[src/rtl/osd_pkg.sv]
// Shared OSD helpers: selector state encoding, popcount, pair count and the
// derived cost/index widths used by the flip-candidate path.
package osd_pkg;

  typedef enum logic [1:0] {
    ST_IDLE  = 2'd0,
    ST_RUN   = 2'd1,
    ST_FLUSH = 2'd2,
    ST_DONE  = 2'd3
  } sel_state_t;

  function automatic int pair_count(input int k);
    return k * (k - 1) / 2;
  endfunction

  // Enough headroom for K reliabilities of W bits each to sum without overflow.
  function automatic int cost_width(input int k, input int w);
    return w + $clog2(k + 1);
  endfunction

  function automatic int idx_width(input int k);
    return $clog2(pair_count(k) + 1);
  endfunction

  function automatic int popcount(input logic [63:0] v);
    int n;
    n = 0;
    for (int i = 0; i < 64; i++) begin
      if (v[i]) n++;
    end
    return n;
  endfunction

endpackage

[src/rtl/osd_mask_cost.sv]
// Combinational weighted sum: adds reliab_i for every set bit i of the mask.
module osd_mask_cost #(
  parameter int K  = 8,
  parameter int W  = 6,
  parameter int CW = 10
) (
  input  logic [K-1:0]   mask,
  input  logic [K*W-1:0] reliab,
  output logic [CW-1:0]  cost
);

  always_comb begin
    cost = '0;
    for (int i = 0; i < K; i++) begin
      if (mask[i]) cost = cost + CW'(reliab[i*W +: W]);
    end
  end

endmodule

[src/rtl/osd_flip_candidate_selector.sv]
// Flip-mask consumer: three-stage cost pipeline with minimum tracking.
// Optional OSD_SEL_WEIGHT_CHECK_EN drops non-weight-2 masks and counts them.
//
//   state | meaning
//   IDLE  | after reset, waiting for start
//   RUN   | accepting masks
//   FLUSH | last mask taken, draining stages 2/3
//   DONE  | result held until next start
module osd_flip_candidate_selector
  import osd_pkg::*;
#(
  parameter  int K  = 8,
  parameter  int W  = 6,
  localparam int CW = cost_width(K, W),
  localparam int IW = idx_width(K)
) (
  input  logic           clk,
  input  logic           rst,
  input  logic           start,
  input  logic [K*W-1:0] reliab,
  input  logic           mask_valid,
  output logic           mask_ready,
  input  logic [K-1:0]   flip_mask,
  input  logic           mask_last,
  output logic           busy,
  output logic           result_valid,
  output logic [K-1:0]   best_mask,
  output logic [CW-1:0]  best_cost,
  output logic [IW-1:0]  best_idx,
  output logic [IW-1:0]  cand_count
`ifdef OSD_SEL_WEIGHT_CHECK_EN
  ,
  output logic [IW-1:0]  bad_mask_cnt
`endif
);

  sel_state_t     state;
  logic [K*W-1:0] rel_q;
  logic           xfer;

  logic           s1_valid, s1_last, s1_ok;
  logic [K-1:0]   s1_mask;
  logic [IW-1:0]  s1_tag;

  logic           s2_valid, s2_last, s2_ok;
  logic [K-1:0]   s2_mask;
  logic [IW-1:0]  s2_tag;
  logic [CW-1:0]  s2_cost;
  logic [CW-1:0]  cost;

  assign mask_ready = (state == ST_RUN);
  assign busy       = (state == ST_RUN) || (state == ST_FLUSH);
  assign xfer       = mask_valid && mask_ready;

`ifdef OSD_SEL_WEIGHT_CHECK_EN
  assign s1_ok = (popcount(64'(s1_mask)) == 2);
`else
  assign s1_ok = 1'b1;
`endif

  osd_mask_cost #(.K(K), .W(W), .CW(CW)) u_cost (
    .mask   (s1_mask),
    .reliab (rel_q),
    .cost   (cost)
  );

  always_ff @(posedge clk or posedge rst) begin
    if (rst) begin
      state        <= ST_IDLE;
      rel_q        <= '0;
      s1_valid     <= 1'b0;
      s1_last      <= 1'b0;
      s1_mask      <= '0;
      s1_tag       <= '0;
      s2_valid     <= 1'b0;
      s2_last      <= 1'b0;
      s2_ok        <= 1'b0;
      s2_mask      <= '0;
      s2_tag       <= '0;
      s2_cost      <= '0;
      result_valid <= 1'b0;
      best_mask    <= '0;
      best_cost    <= '1;
      best_idx     <= '0;
      cand_count   <= '0;
`ifdef OSD_SEL_WEIGHT_CHECK_EN
      bad_mask_cnt <= '0;
`endif
    end else begin
      result_valid <= 1'b0;
      s1_valid     <= xfer;
      s2_valid     <= s1_valid;
      s2_last      <= s1_last;
      s2_ok        <= s1_ok;
      s2_mask      <= s1_mask;
      s2_tag       <= s1_tag;
      s2_cost      <= cost;

      if (xfer) begin
        s1_mask <= flip_mask;
        s1_tag  <= cand_count;
        s1_last <= mask_last;
        if (cand_count != '1) cand_count <= cand_count + IW'(1);
`ifdef OSD_SEL_WEIGHT_CHECK_EN
        if (popcount(64'(flip_mask)) != 2 && bad_mask_cnt != '1)
          bad_mask_cnt <= bad_mask_cnt + IW'(1);
`endif
      end

      // Strict compare keeps the earliest candidate on ties.
      if (s2_valid && s2_ok && (s2_cost < best_cost)) begin
        best_mask <= s2_mask;
        best_cost <= s2_cost;
        best_idx  <= s2_tag;
      end

      case (state)
        ST_IDLE, ST_DONE: begin
          if (start) begin
            rel_q      <= reliab;
            best_mask  <= '0;
            best_cost  <= '1;
            best_idx   <= '0;
            cand_count <= '0;
`ifdef OSD_SEL_WEIGHT_CHECK_EN
            bad_mask_cnt <= '0;
`endif
            state      <= ST_RUN;
          end
        end
        ST_RUN: begin
          if (xfer && mask_last) state <= ST_FLUSH;
        end
        ST_FLUSH: begin
          // Last item is in stage 3 this cycle; best_* settle at this edge.
          if (s2_valid && s2_last) begin
            result_valid <= 1'b1;
            state        <= ST_DONE;
          end
        end
        default: state <= ST_IDLE;
      endcase
    end
  end

endmodule

[config.mk]
export PLATFORM = sky130hd
export DESIGN_NAME = osd_flip_candidate_selector
export DESIGN_NICKNAME = d
export VERILOG_FILES = /design/src/rtl/osd_pkg.sv /design/src/rtl/osd_mask_cost.sv /design/src/rtl/osd_flip_candidate_selector.sv
export SDC_FILE = /design/constraint.sdc
export NUM_CORES = 1
export LEC_CHECK = 0
export ABC_CLOCK_PERIOD_IN_PS = 13300
export CAP_MARGIN = 20
export CORE_ASPECT_RATIO = 1.75
export CORE_MARGIN = 3
export CORE_UTILIZATION = 62
export CTS_BUF_LIST = sky130_fd_sc_hd__clkbuf_8
export CTS_CLUSTER_SIZE = 10
export DETAILED_ROUTE_END_ITERATION = 8
export HOLD_SLACK_MARGIN = 0.06
export PLACE_DENSITY_LB_ADDON = 0.15
export SYNTH_ARGS = -nofsm -noshare
export SYNTH_HDL_FRONTEND = slang
export SYNTH_SLANG_ARGS = --single-unit
export TNS_END_PERCENT = 100
[constraint.sdc]
create_clock -name clk -period 13.3 [get_ports clk]
set_clock_uncertainty 0.05 [all_clocks]
set_input_delay 1.995 -clock clk [delete_from_list [all_inputs] [get_ports clk]]
set_output_delay 1.995 -clock clk [all_outputs]
set_load 0.02 [all_outputs]
==> flow_summary_export.csv <==
group,metric,value,unit
hold_path,holdCritStartpoint,"s1_valid",
grt,antenna_found_initial,0,
grt,grt_overflow,0,
final_layout,nNetsFinal,938,
route,wl_per_cell,15.9,µm
clock_network,cts-root-buf,"clkbuf_8",
floorplanning,die_area,12700,µm²
clock_network,postCtsHoldBufs,0,
logic_synthesis,synth_top_area_frac,0.392,
route,wirelength,15200,µm
floorplanning,initial_core_util,0.645,
final_layout,drive_gt1_frac,0.123,
setup_path,slowest_delay,0.53,ns
final_layout,num_antenna_cells,0,
logic_synthesis,ys.flop_type,"dfrtp_1",
sta,rsz0062_at_grt,"no",
floorplanning,core_area,10900,µm²
sta,post-route-period-util,0.634,
sta,worst_pin_slew,1.08,ns
setup_path,crit_required,13.59,ns
logic_synthesis,synth_cell_types,67,
logic_synthesis,synth_area,7030,µm²
final_layout,area_delta_synth_final,21.0,%
route,ant_nets,0,
floorplanning,die_x,86.5,µm
placement,io_buffer_count,91,
grt,grt_pass1_wl,26100,µm
grt,track_usage,0.258,
sta,hold_violations,0,
route,drc,0,
setup_path,end_kind,"flop",
grt,grt_max_degree,73,
setup_path,critPathMaxFanout,12,
hold_path,hold_class,"flop to flop",
clock_network,numClockSinks,120,
floorplanning,rows,50,
logic_synthesis,yosysWarnings,0,
setup_path,crit_path_start_kind,"flop",
sta,max_slew_margin,0.280,
logic_synthesis,syn-instance-count,724,
final_layout,fillers,743,
setup_path,r2r_slack,4.87,ns
grt,met1_usage,0.287,
grt,met3_usage,0.0533,
floorplanning,ios,92,
sta,period_needed,8.43,ns
setup_path,rr_startpoint,"s1_mask[0]",
sta,tns,0,ns
logic_synthesis,synth_seq_area_share,0.429,
route,drtIter0Drc,258,
logic_synthesis,async_reset_ff_frac,1.00,
logic_synthesis,synth_nets,847,
sta,fmax,119,MHz
grt,met2_usage,0.466,
floorplanning,die_y,147,µm
placement,hpwl,11200,µm
grt,grt_pass1_vias,5729,
status,outcome,"completed",
setup_path,reg2reg_depth,40,
clock_network,clock_latency,0.45,ns
sta,slew_violations,0,
clock_network,cts_setup_buffers,0,
run,cap_violations,0,
logic_synthesis,synth.largest_area_cell,"dfrtp_1",
clock_network,cts_max_level,4,
clock_network,cts.path.max_buffers,2,
grt,grt-busiest-layer,"met2",
logic_synthesis,syn_area_per_cell,9.70,µm²
route,vias,5474,
setup_path,crit_type,"flop to flop",
clock_network,numCtsBuffers,17,
logic_synthesis,synth_seq_cells,120,
setup_path,r2r-end,"s2_cost[9]",
logic_synthesis,synth_edf_count,0,
route,firstDrtPassIters,4,
clock_network,clk_pin_slew,0.08,ns
clock_network,cts_tree,"yes",
sta,setup_viol,0,
placement,gp_congestion,0.870,
hold_path,worstHoldPathCells,0,
clock_network,cts-resized-gates,0,
setup_path,arrival,8.73,ns
logic_synthesis,synth.area.top_cells,"dfrtp_1, ha_1, nand2_1",
setup_path,crit_slowest_cell,"dfrtp_1",
route,routed_via_density,5.71,
hold_path,hold_path_end,"s2_valid",
## worst max path at each step
stage / depth (start not counted) / end / startpoint / slack [ns]
finish: 40 / s2_cost[9] / s1_mask[0] / 4.87
global route: 41 / s2_cost[9] / s1_mask[0] / 4.32
CTS: 40 / s2_cost[9] / s1_mask[0] / 5.02
detailed placement: 40 / s2_cost[9] / s1_mask[0] / 5.07
global placement: 37 / s2_cost[9] / s1_mask[0] / 5.63
floorplan: 38 / s2_cost[9] / s1_mask[0] / 6.00
## worst max-delay path: cells and delay by family, from the launching register on
kind            cells  cell delay (ns)
compound gates     13             2.44
xor+xnor            3             0.57
fa+ha+maj           8             2.51
buf+inv             2             0.15
flops               1             0.53
mux                 2             0.56
simple gates       12             1.53
## metrics by stage
step / hold slack [ns] / utilization / worst slack, ns / area [µm²] / cells
floorplan: 0.281 / - / 6.00 / 7030 / 724
global placement: 0.284 / 0.740 / 5.63 / 8050 / 926
detailed placement: 0.293 / 0.740 / 5.07 / 8050 / 926
CTS: 0.306 / 0.781 / 5.02 / 8500 / 958
global route: 0.321 / 0.781 / 4.32 / 8500 / 958
finish: 0.302 / 0.781 / 4.87 / 8500 / 958
## area by class of cell
| type | count | area [µm²] | share of cell area |
|---|---|---|---|
| clock inverters | 15 | 211 | 0.0249 |
| repair buffers | 94 | 933 | 0.110 |
| clock buffers | 17 | 234 | 0.0275 |
| inverters | 40 | 153 | 0.0180 |
| flip-flops and latches | 120 | 3020 | 0.355 |
| multi-input cells | 542 | 3790 | 0.446 |
| well taps | 130 | 163 | 0.0191 |
## cell families (layout without fill, tap and decap cells)
kind of cell	Yosys count	in the layout	synth area share
and+or+nand+nor	258	258	0.156
AOI/OAI and AO/OA	141	141	0.138
DFF	120	120	0.429
adders and majority gates	62	62	0.118
buffers and inverters	62	166	0.0345
muxes	51	51	0.0789
xor gates and xnor gates	29	29	0.0452
other	1	1	0.000534
## cells in the mapped netlist (3+ instances only)
master	number
o22ai_1	3
dfrtp_1	110
fa_1	7
o21a_1	14
ha_1	55
mux2_2	27
xnor2_2	4
inv_1	39
o21bai_1	4
nor3_1	4
clkbuf_1	18
dfstp_2	10
xor2_1	10
nand2_1	172
and3_1	4
nor2_1	39
a211oi_1	7
o31ai_1	3
a21oi_1	27
nor2b_1	9
mux2i_1	22
nand3_1	5
xnor2_1	13
a21o_1	13
a211o_1	3
o21ai_0	34
o21ai_1	4
nand2b_1	6
and2_2	3
a21boi_0	3
o211ai_1	9
## layer usage
metal	share of wire	vias to the layer above
met2	0.55	145
li1	-	2656
met4	0.029	0
met5	0	-
met1	0.38	2636
met3	0.040	37
## registers in the layout, indices dropped and copies added, names as in the netlist, 2 cells and up
register    count
s1_mask         8
s2_tag          5
best_idx        5
s1_tag          5
s2_cost        10
rel_q          48
state           2
best_mask       8
best_cost      10
cand_count      5
s2_mask         8
## layout by cell type, fill, tap and decap left out, types with 13 or more instances in the layout
master / instances
a21oi_1: 27
inv_1: 39
o21a_1: 14
mux2i_1: 22
mux2_2: 27
nor2_1: 38
clkbuf_8: 17
ha_1: 55
a21o_1: 13
clkdlybuf4s50_1: 91
xnor2_1: 13
nand2_1: 172
o21ai_0: 34
dfrtp_1: 110
Power is not shown: default switching activity piles up to over one toggle a cycle in this logic, so the estimate is an artifact.
